## src/rtl/wave_mem_arbiter_if.sv

```systemverilog
`default_nettype none
// ============================================================================
// Module   : wave_mem_arbiter_if
// Brief    : Bundles the channel request, grant, return and RAM read-port
//            signals of the waveform memory arbiter.
// Revision : 1.0 - initial release
// ============================================================================
interface wave_mem_arbiter_if #(
  parameter int ADDR_W = 10,
  parameter int DATA_W = 12
);
  logic              arb_en_i;

  logic              ch1_req_i;
  logic [ADDR_W-1:0] ch1_addr_i;
  logic              ch1_gnt_o;
  logic [DATA_W-1:0] ch1_data_o;
  logic              ch1_vld_o;

  logic              ch2_req_i;
  logic [ADDR_W-1:0] ch2_addr_i;
  logic              ch2_gnt_o;
  logic [DATA_W-1:0] ch2_data_o;
  logic              ch2_vld_o;

  logic              mem_en_o;
  logic [ADDR_W-1:0] mem_addr_o;
  logic [DATA_W-1:0] mem_data_i;

  // Arbiter side
  modport slave (
    input  arb_en_i,
    input  ch1_req_i, ch1_addr_i,
    output ch1_gnt_o, ch1_data_o, ch1_vld_o,
    input  ch2_req_i, ch2_addr_i,
    output ch2_gnt_o, ch2_data_o, ch2_vld_o,
    output mem_en_o, mem_addr_o,
    input  mem_data_i
  );

  // Requester / RAM side
  modport master (
    output arb_en_i,
    output ch1_req_i, ch1_addr_i,
    input  ch1_gnt_o, ch1_data_o, ch1_vld_o,
    output ch2_req_i, ch2_addr_i,
    input  ch2_gnt_o, ch2_data_o, ch2_vld_o,
    input  mem_en_o, mem_addr_o,
    output mem_data_i
  );
endinterface
`default_nettype wire

```

## src/rtl/wave_mem_arbiter.sv

```systemverilog
`default_nettype none
// ============================================================================
// Module   : wave_mem_arbiter
// Brief    : Shares one synchronous waveform RAM read port between two DDS
//            channels. One grant per cycle (round-robin on ties), an owner
//            tag follows each read through the RAM latency and steers the
//            returned sample into the owning channel's output register.
// Options  : WAVE_ARB_FIXED_PRIO_EN - CH1 always wins ties (CH2 may starve).
// Revision : 1.0 - initial release
// ============================================================================
module wave_mem_arbiter #(
  parameter int ADDR_W  = 10,
  parameter int DATA_W  = 12,
  parameter int RAM_LAT = 1    // legal range 1..3
) (
  input logic               sys_clk_i,
  input logic               sys_rst_i,
  wave_mem_arbiter_if.slave bus
);

  localparam logic c_CH1 = 1'b0;
  localparam logic c_CH2 = 1'b1;

  logic              w_gnt1;
  logic              w_gnt2;
  logic              w_acc;
  logic [ADDR_W-1:0] w_acc_addr;

  logic              r_mem_en;
  logic [ADDR_W-1:0] r_mem_addr;

  // Stage 0 lines up with mem_en_o; stage RAM_LAT lines up with valid RAM data.
  logic [RAM_LAT:0]  r_tag_vld;
  logic [RAM_LAT:0]  r_tag_ch;
  logic              w_ret_vld;
  logic              w_ret_ch;

  logic [DATA_W-1:0] r_ch1_data;
  logic [DATA_W-1:0] r_ch2_data;
  logic              r_ch1_vld;
  logic              r_ch2_vld;

`ifdef WAVE_ARB_FIXED_PRIO_EN
  // Fixed priority grant: CH1 wins whenever it asks; gated off during reset.
  always_comb begin
    w_gnt1 = 1'b0;
    w_gnt2 = 1'b0;
    if (sys_rst_i && bus.arb_en_i) begin
      w_gnt1 = bus.ch1_req_i;
      w_gnt2 = bus.ch2_req_i & ~bus.ch1_req_i;
    end
  end
`else
  logic r_last;  // channel served by the most recent accepted read

  // Round-robin grant: on a tie the channel not served last wins.
  always_comb begin
    w_gnt1 = 1'b0;
    w_gnt2 = 1'b0;
    if (sys_rst_i && bus.arb_en_i) begin
      if (bus.ch1_req_i && bus.ch2_req_i) begin
        w_gnt1 = (r_last == c_CH2);
        w_gnt2 = (r_last == c_CH1);
      end else begin
        w_gnt1 = bus.ch1_req_i;
        w_gnt2 = bus.ch2_req_i;
      end
    end
  end

  // Last-served pointer moves only on an accepted read; reset favours CH1.
  always_ff @(posedge sys_clk_i or negedge sys_rst_i) begin
    if (!sys_rst_i) begin
      r_last <= c_CH2;
    end else if (w_acc) begin
      r_last <= w_gnt2 ? c_CH2 : c_CH1;
    end
  end
`endif

  // A grant is only ever raised alongside its request, so a grant is an accept.
  assign w_acc      = w_gnt1 | w_gnt2;
  assign w_acc_addr = w_gnt2 ? bus.ch2_addr_i : bus.ch1_addr_i;

  // RAM read port: enable pulses per accept, address holds when idle.
  always_ff @(posedge sys_clk_i or negedge sys_rst_i) begin
    if (!sys_rst_i) begin
      r_mem_en   <= 1'b0;
      r_mem_addr <= '0;
    end else begin
      r_mem_en <= w_acc;
      if (w_acc) begin
        r_mem_addr <= w_acc_addr;
      end
    end
  end

  // Owner tag pipeline; fixed depth keeps returns in request order.
  always_ff @(posedge sys_clk_i or negedge sys_rst_i) begin
    if (!sys_rst_i) begin
      r_tag_vld <= '0;
      r_tag_ch  <= '0;
    end else begin
      r_tag_vld <= {r_tag_vld[RAM_LAT-1:0], w_acc};
      r_tag_ch  <= {r_tag_ch[RAM_LAT-1:0], w_gnt2};
    end
  end

  assign w_ret_vld = r_tag_vld[RAM_LAT];
  assign w_ret_ch  = r_tag_ch[RAM_LAT];

  // Steer returned sample to its owner; data holds until the next return.
  always_ff @(posedge sys_clk_i or negedge sys_rst_i) begin
    if (!sys_rst_i) begin
      r_ch1_data <= '0;
      r_ch2_data <= '0;
      r_ch1_vld  <= 1'b0;
      r_ch2_vld  <= 1'b0;
    end else begin
      r_ch1_vld <= w_ret_vld & (w_ret_ch == c_CH1);
      r_ch2_vld <= w_ret_vld & (w_ret_ch == c_CH2);
      if (w_ret_vld && (w_ret_ch == c_CH1)) begin
        r_ch1_data <= bus.mem_data_i;
      end
      if (w_ret_vld && (w_ret_ch == c_CH2)) begin
        r_ch2_data <= bus.mem_data_i;
      end
    end
  end

  assign bus.ch1_gnt_o  = w_gnt1;
  assign bus.ch2_gnt_o  = w_gnt2;
  assign bus.ch1_data_o = r_ch1_data;
  assign bus.ch2_data_o = r_ch2_data;
  assign bus.ch1_vld_o  = r_ch1_vld;
  assign bus.ch2_vld_o  = r_ch2_vld;
  assign bus.mem_en_o   = r_mem_en;
  assign bus.mem_addr_o = r_mem_addr;

endmodule
`default_nettype wire

```

## src/flat_wrapper.sv

```systemverilog
// flat-port wrapper written by rule: the top's interface ports become plain ports
module wave_mem_arbiter_flat 
#(
  parameter int ADDR_W  = 10,
  parameter int DATA_W  = 12,
  parameter int RAM_LAT = 1                       
)
  (sys_clk_i, sys_rst_i, bus_arb_en_i, bus_ch1_req_i, bus_ch1_addr_i, bus_ch1_gnt_o, bus_ch1_data_o, bus_ch1_vld_o, bus_ch2_req_i, bus_ch2_addr_i, bus_ch2_gnt_o, bus_ch2_data_o, bus_ch2_vld_o, bus_mem_en_o, bus_mem_addr_o, bus_mem_data_i);
  wave_mem_arbiter_if #(.ADDR_W(ADDR_W), .DATA_W(DATA_W)) bus_i ();
  input logic sys_clk_i;
  input logic sys_rst_i;
  input wire logic [$bits(bus_i.arb_en_i)-1:0] bus_arb_en_i;
  input wire logic [$bits(bus_i.ch1_req_i)-1:0] bus_ch1_req_i;
  input wire logic [$bits(bus_i.ch1_addr_i)-1:0] bus_ch1_addr_i;
  output wire logic [$bits(bus_i.ch1_gnt_o)-1:0] bus_ch1_gnt_o;
  output wire logic [$bits(bus_i.ch1_data_o)-1:0] bus_ch1_data_o;
  output wire logic [$bits(bus_i.ch1_vld_o)-1:0] bus_ch1_vld_o;
  input wire logic [$bits(bus_i.ch2_req_i)-1:0] bus_ch2_req_i;
  input wire logic [$bits(bus_i.ch2_addr_i)-1:0] bus_ch2_addr_i;
  output wire logic [$bits(bus_i.ch2_gnt_o)-1:0] bus_ch2_gnt_o;
  output wire logic [$bits(bus_i.ch2_data_o)-1:0] bus_ch2_data_o;
  output wire logic [$bits(bus_i.ch2_vld_o)-1:0] bus_ch2_vld_o;
  output wire logic [$bits(bus_i.mem_en_o)-1:0] bus_mem_en_o;
  output wire logic [$bits(bus_i.mem_addr_o)-1:0] bus_mem_addr_o;
  input wire logic [$bits(bus_i.mem_data_i)-1:0] bus_mem_data_i;
  assign bus_i.arb_en_i = bus_arb_en_i;
  assign bus_i.ch1_req_i = bus_ch1_req_i;
  assign bus_i.ch1_addr_i = bus_ch1_addr_i;
  assign bus_ch1_gnt_o = bus_i.ch1_gnt_o;
  assign bus_ch1_data_o = bus_i.ch1_data_o;
  assign bus_ch1_vld_o = bus_i.ch1_vld_o;
  assign bus_i.ch2_req_i = bus_ch2_req_i;
  assign bus_i.ch2_addr_i = bus_ch2_addr_i;
  assign bus_ch2_gnt_o = bus_i.ch2_gnt_o;
  assign bus_ch2_data_o = bus_i.ch2_data_o;
  assign bus_ch2_vld_o = bus_i.ch2_vld_o;
  assign bus_mem_en_o = bus_i.mem_en_o;
  assign bus_mem_addr_o = bus_i.mem_addr_o;
  assign bus_i.mem_data_i = bus_mem_data_i;
  wave_mem_arbiter #(.ADDR_W(ADDR_W), .DATA_W(DATA_W), .RAM_LAT(RAM_LAT)) u_core (.sys_clk_i(sys_clk_i), .sys_rst_i(sys_rst_i), .bus(bus_i));
endmodule
```

## config.mk

```make
export PLATFORM = sky130hd
export DESIGN_NAME = wave_mem_arbiter_flat
export DESIGN_NICKNAME = d
export VERILOG_FILES = /design/src/rtl/wave_mem_arbiter_if.sv /design/src/rtl/wave_mem_arbiter.sv /design/src/flat_wrapper.sv
export SDC_FILE = /design/constraint.sdc
export NUM_CORES = 1
export LEC_CHECK = 0
export BUFFER_PORTS_ARGS = -buffer_cell sky130_fd_sc_hd__buf_2
export CAP_MARGIN = 40
export CORE_MARGIN = 3
export CORE_UTILIZATION = 45
export CTS_CLUSTER_DIAMETER = 200
export DETAILED_ROUTE_END_ITERATION = 12
export GPL_TIMING_DRIVEN = 0
export PLACE_DENSITY = 0.85
export SETUP_SLACK_MARGIN = 0.3
export SYNTH_ARGS = -nofsm -noshare
export SYNTH_HDL_FRONTEND = slang
export SYNTH_SLANG_ARGS = --single-unit
```

## constraint.sdc

```tcl
create_clock -name sys_clk_i -period 1.66 [get_ports sys_clk_i]
set_input_delay 0.083 -clock sys_clk_i [delete_from_list [all_inputs] [get_ports sys_clk_i]]
set_output_delay 0.083 -clock sys_clk_i [all_outputs]
set_load 0.01 [all_outputs]
```

==> impl_results.md, run 1 <==
- Worst reg2reg setup slack: 0.29 ns
- Worst Path Arrival: approximately 1.3 ns
- Root Buffer: clkbuf_8
- Worst r2r dst: u_core.bus.mem_addr_o[5]
- Pwr/cell area: about 1200 nW/um^2
- Later-pin clock latency in the skew report: around 0.28 ns
- Max-slew violation count: 0
- Die area: 4420 um^2
- Cell variety after synth: 18
- Xor/xnor share of the synthesized area: 0%
- Worst Hold Class: in2reg
- WHS: about 0.042 ns
- Num CTS Buffers: 5
- Die H: approximately 66 um
- Drt via density: 4.98
- Row cnt: 21
- Synth Area in Adders: 0%
- Max clock buf depth: 2
- Reg2Reg Launch Point: u_core.r_last
- Post-DRT Antenna Nets: 0
- Critical Path Source: u_core.r_last
- IO Pins: 76
- # H-tree levels: 2
- Mux share of post-synthesis cell area: around 16%
- Worst Tran Pin Value: 0.484 ns
- Area after DPL: 2100 um^2
- Hold path depth: 2
- Largest family of logic cells by synthesized area: multiplexers
- Number of global-route vias before repair: about 1300
- Worst Setup End Kind: primary output
- PortBufs: between 70 and 80
- Setup WS pre-CTS: around 0.25 ns
- Register area share after synthesis: 62.4%
- LEAKAGE: 1.13 nW
- Syn Inst Count: between 100 and 150
- Initial antenna violation count: 0
- Max Fanout on Critical Path: 2
- First-pass GRT wire length: slightly below 6000 um
- Clock Pin Slew Worst Setup and Hold Paths: 0.08 ns
- Final worst slack: 0.262 ns
- Synth Area in Simple Gates: roughly a tenth
- Met1 Usage GRT: about 22%
- Number of max-cap violations: 0
- Final worst path period need: around 1.4 ns
- RSZ-0062 raised after global routing: yes
- Total power: ~2.7 mW
- Global placer's final weighted congestion: about 0.65
- Post-synthesis compound-gate area fraction: under 10%
- Peak VDD IR: ~0.00074 V
- Commonest cells after routing, fill and taps aside: 76 x buf_2, 40 x dfrtp_1, 24 x mux2_2
- WHS Endpoint: u_core.bus.ch2_data_o[0]
- Final setup fails: 0
- Finished Cell Area: between 2000 and 2500 um^2
- Post-Syn Nets: between 150 and 200
- Synthesized cell area: approximately 1600 um^2
- Max Clk Rate: 0.715 GHz
- Core Footprint: 3440 um^2
- Final Net Count: 237
- All-Layer GR Usage: roughly 18%
- Period Utilization, post-route: 84.2%
- Largest net degree at the start of global routing: 35
- Setup Crit Path Kind: reg2out
- Total number of vias: roughly 1200
- Drt pass-1 iters: 4
- Startpoint Class: flip-flop
- Layout cells sized above 1: about three fifths
- Final hold violations: 0
- Drt total wl: approximately 3600 um
- Routed len/inst: ~15 um
- Status: finished, final reports clean
- Worst r2r path cells: 5
- Most common cell after layout, fill and taps aside: buf_2
- Worst Skew: 0.00440 ns
- Rel. slew slack: 67.7%
- Area Overhead vs Synth: 37.9%
- Synth warn: 0
- Die width: roughly 66 um
- CTS tree: built
- DRC: 0
- Initial Util: about 48%
- DRT iter0 DRCs: 58
- Antenna cells: 0
- Worst path required time: 1.58 ns
- HPWL after DPL: roughly 2600 um
- Clock sinks: approximately 40
- Grt met2 use: 28.1%
- GRT overflow: 0
- Global routing's busiest layer: met2
- Util after Layout: roughly two thirds
- Met3 usage: 7.08%
- Syn avg cell area: roughly 14 um^2
- Min-delay src: bus_mem_data_i[0]
- FF+latch count, synth: 41
[registers in the layout, summed over array words and instances, names as in the netlist]
signal                 count
u_core.bus.ch1_vld_o       1
u_core.bus.mem_addr_o     10
u_core.r_last              1
u_core.bus.ch2_data_o     12
u_core.bus.ch1_data_o     12
u_core.r_tag_ch            2
u_core.r_tag_vld           2
u_core.bus.ch2_vld_o       1
[routing by layer]
metal / vias up / part of all wire [%]
met3: 2 / 10
met5: - / 0
met1: 583 / 43
li1: 581 / -
met4: 0 / 0.67
met2: 63 / 46
[timing repair]
item / CTS / global route
setup buffers: 2 / 0
gates resized for setup: 4 / 2
hold buffers: 1 / 0
endpoints found under the hold margin: 40 / 0
endpoints found under the setup margin: 20 / 24
pin swaps: 7 / 4
[Yosys cell counts]
library cell | n | area, um^2
and2_4 | 1 | 8.76
dfrtp_1 | 40 | 1000
buf_4 | 1 | 7.51
or2_4 | 1 | 8.76
inv_1 | 3 | 11.3
nand3_1 | 2 | 10.0
dfstp_2 | 1 | 26.3
mux2_2 | 24 | 270
a311o_1 | 10 | 100
buf_6 | 1 | 11.3
nand2_1 | 1 | 3.75
a21oi_1 | 1 | 5.00
o211a_1 | 1 | 10.0
buf_2 | 4 | 20.0
nor2b_1 | 11 | 68.8
nor3b_1 | 10 | 75.1
clkbuf_1 | 1 | 3.75
o21ai_0 | 1 | 5.00
[power breakdown]
group | leakage, nW | internal, mW | total, mW | switching (mW)
logic | 0.576 | 0.341 | 0.636 | 0.295
registers | 0.492 | 1.19 | 1.28 | 0.0875
clock network | 0.0585 | 0.490 | 0.810 | 0.320
total | 1.13 | 2.02 | 2.72 | 0.703
[worst max path at each step]
stage	depth (start not counted)	endpoint
2_1_floorplan	4	u_core.bus.mem_addr_o[0]
3_3_place_gp	5	u_core.bus.mem_addr_o[2]
3_5_place_dp	4	u_core.bus.mem_addr_o[1]
4_1_cts	5	u_core.bus.mem_addr_o[7]
5_1_grt	5	bus_ch2_gnt_o
6_report	5	bus_ch2_gnt_o
[area by class of cell]
cell class / instances / area [um^2]
multi-input cells: 63 / 568
plain buffers: 7 / 51.3
inverters: 3 / 11.3
clock inverters: 1 / 30.0
well taps: 46 / 57.6
fillers: 273 / 1170
clock buffers: 7 / 86.3
repair buffers: 79 / 439
flip-flops and latches: 41 / 1030
[critical path: stages (launching register included)]
cell	delay [ns]
dfstp_2	0.53
and2_4	0.13
or2_4	0.12
buf_6	0.10
inv_2	0.04
buf_6	0.11
[kinds of logic after synthesis]
kind of cell,after synthesis
DFF,41
muxes,24
AOI/OAI and AO/OA,13
buffers and inverters,10
and+or+nand+nor,26
[per-stage QoR]
step / setup TNS [ns] / cells
floorplan: 0 / 114
global placement: -2.21 / 235
detailed placement: 0 / 236
CTS: 0 / 247
global route: 0 / 247
finish: 0 / 247
(Power assumes the default switching activity.)
==> run 2: changes to the inputs <==
==> constraint.sdc (replaced) <==
create_clock -name sys_clk_i -period 1.35 [get_ports sys_clk_i]
set_input_delay 0.0675 -clock sys_clk_i [delete_from_list [all_inputs] [get_ports sys_clk_i]]
set_output_delay 0.0675 -clock sys_clk_i [all_outputs]
set_load 0.01 [all_outputs]
==> impl_results.md, run 2 (synthesized netlist as in run 1, its figures left out) <==
- Area of the multi-input gates: 679 um^2 (+20%)
- Max Clk Rate: approximately 0.72 GHz
- Die width: 66.5 um (unchanged)
- Startpoint Class: flip-flop
- Failing checks: negative setup slack
- Routed len/inst: 16.1 um (+11%)
- CTS tree: built
- Initial antenna violation count: 0 (unchanged)
- Sw Ratio: 26.2% (+0.42 points)
- HPWL after DPL: 2610 um (about the same)
- Num CTS Buffers: 5 (unchanged)
- Setup Crit Path Kind: reg2out
- Sequential share of power: 45.0% (-1.9 points)
- Most common cell after layout, fill and taps aside: buf_2
- Core Footprint: 3440 um^2 (unchanged)
- Layout cells sized above 1: 62.7% (+3.0 points)
- Row cnt: 21 (unchanged)
- Worst Skew: 0.00642 ns (+0.00202 ns)
- LEAKAGE: 1.31 nW (+17%)
- Critical Path Source: u_core.r_last
- Final hold violations: 0 (unchanged)
- Drt total wl: 4110 um (+15%)
- Later-pin clock latency in the skew report: 0.29 ns (about the same)
- IO Pins: 76 (unchanged)
- Final worst slack: -0.0309 ns (-0.293 ns)
- Total power: 3.53 mW (+30%)
- Worst path required time: 1.28 ns (-0.30 ns)
- Worst Path Arrival: 1.31 ns (about the same)
- Clock sinks: 41 (unchanged)
- Post-DRT Antenna Nets: 0 (unchanged)
- GRT overflow: 0 (unchanged)
- Commonest cells after routing, fill and taps aside: 76 x buf_2, 39 x dfrtp_1, 24 x mux2_4
- Reg2Reg Launch Point: u_core.r_last
- Antenna cells: 0 (unchanged)
- Status: finished with violations
- Final Net Count: 245 (+3.4%)
- WHS: 0.0200 ns (-0.0220 ns)
- Period Utilization, post-route: 102%
- Area Overhead vs Synth: 53.1%
- Clock Pin Slew Worst Setup and Hold Paths: 0.07 ns (about the same)
- DRC: 0 (unchanged)
- Min-delay src: bus_mem_data_i[2]
- Initial Util: 47.8% (unchanged)
- Rel. slew slack: 57.5% (-10 points)
- All-Layer GR Usage: 19.2% (+1.6 points)
- Number of global-route vias before repair: 1293 (+2.8%)
- Finished Cell Area: 2520 um^2 (+11%)
- Number of max-cap violations: 0 (unchanged)
- PortBufs: 75 (unchanged)
- Area after DPL: 2200 um^2 (+4.6%)
- Peak VDD IR: 0.000827 V (+12%)
- Net Sw Power: 926 uW (+32%)
- Final worst path period need: around 1.4 ns
- Largest net degree at the start of global routing: 27 (-23%)
- Total number of vias: 1265 (+2.9%)
- # H-tree levels: 2 (unchanged)
- Max clock buf depth: 2 (unchanged)
- Drt via density: 4.96 (-0.30%)
- Setup WS pre-CTS: -0.0991 ns (-0.345 ns)
- Filler cell count: 248 (-9.2%)
- Power share of the combinational group: 26.4% (+3.0 points)
- Max Fanout on Critical Path: 2 (unchanged)
- Worst Tran Pin Value: 0.635 ns (+0.151 ns)
- RSZ-0062 raised after global routing: yes
- Util after Layout: 73.2% (+7.3 points)
- Global placer's final weighted congestion: 0.679 (+4.4%)
- Final setup fails: 9 (+9)
- Root Buffer: clkbuf_8
- Reg area: 1030 um^2 (+0.12%)
- Max-slew violation count: 0 (unchanged)
- Drt pass-1 iters: 4 (unchanged)
- First-pass GRT wire length: 6170 um (+6.2%)
- Die area: 4420 um^2 (unchanged)
- P_int: 2.61 mW (+29%)
- Die H: 66.5 um (unchanged)
- Clock power share: 28.5% (-1.2 points)
- DRT iter0 DRCs: 51 (-12%)
- Worst Setup End Kind: primary output
- Pwr/cell area: 1400 nW/um^2 (+17%)
- Worst Hold Class: in2reg
-- run 2: path summary, 6_finish.rpt --
check | depth (start not counted) | endpoint | slack [ns]
worst min-delay path | 2 | u_core.bus.ch1_data_o[2] | 0.02
min in group asynchronous | 2 | u_core.bus.ch1_data_o[9] | 0.42
worst max-delay path | 5 | bus_ch2_gnt_o | -0.03
worst min register to register | 0 | u_core.r_tag_ch[1] | 0.37
max in group asynchronous | 2 | u_core.bus.ch1_data_o[11] | 0.53
worst max register to register | 5 | u_core.bus.mem_addr_o[2] | -0.01
-- run 2: final cells by class --
cell class / count / area share, %
buffer: 7 / 2.83
clock buffer: 7 / 3.42
clock inverter: 1 / 1.19
inverter: 3 / 0.546
multi-input combinational: 63 / 26.9
sequential: 41 / 40.8
tap: 46 / 2.28
timing repair buffer: 87 / 22.0
-- run 2: what timing repair did --
item                                    4_1_cts  5_1_grt
endpoints found under the setup margin       35       38
hold buffers                                  2        0
buffers inserted                              7        0
gates resized for setup                      17        2
gates cloned                                  1        1
hold endpoints to repair                     14        0
pin swaps                                     4        2
-- run 2: critical path: stages (launching register included) --
cell and delay [ns]:
dfstp_2 0.53, and2_4 0.14, or2_4 0.11, buf_6 0.10, inv_4 0.03, buf_6 0.11
-- run 2: layer usage --
metal / part of all wire, % / GRT usage (%)
met5: 0 / 0
met4: 1.3 / 6.85
met3: 9.0 / 6.41
met2: 47 / 30.5
met1: 42 / 24.5
-- run 2: power groups by stage --
stage	clock network, mW	registers, mW	logic, mW
after floorplan	0	1.71	0.372
after global placement	0	1.59	0.838
after detailed placement	0	1.60	0.863
after CTS	1.04	1.58	0.938
after global routing	1.07	1.62	1.01
final	1.01	1.59	0.934
-- run 2: through the flow --
stage,TNS [ns],cells
floorplan,0,114
global placement,-6.01,235
detailed placement,-0.834,236
CTS,-0.291,254
global route,-0.402,255
finish,-0.0894,255
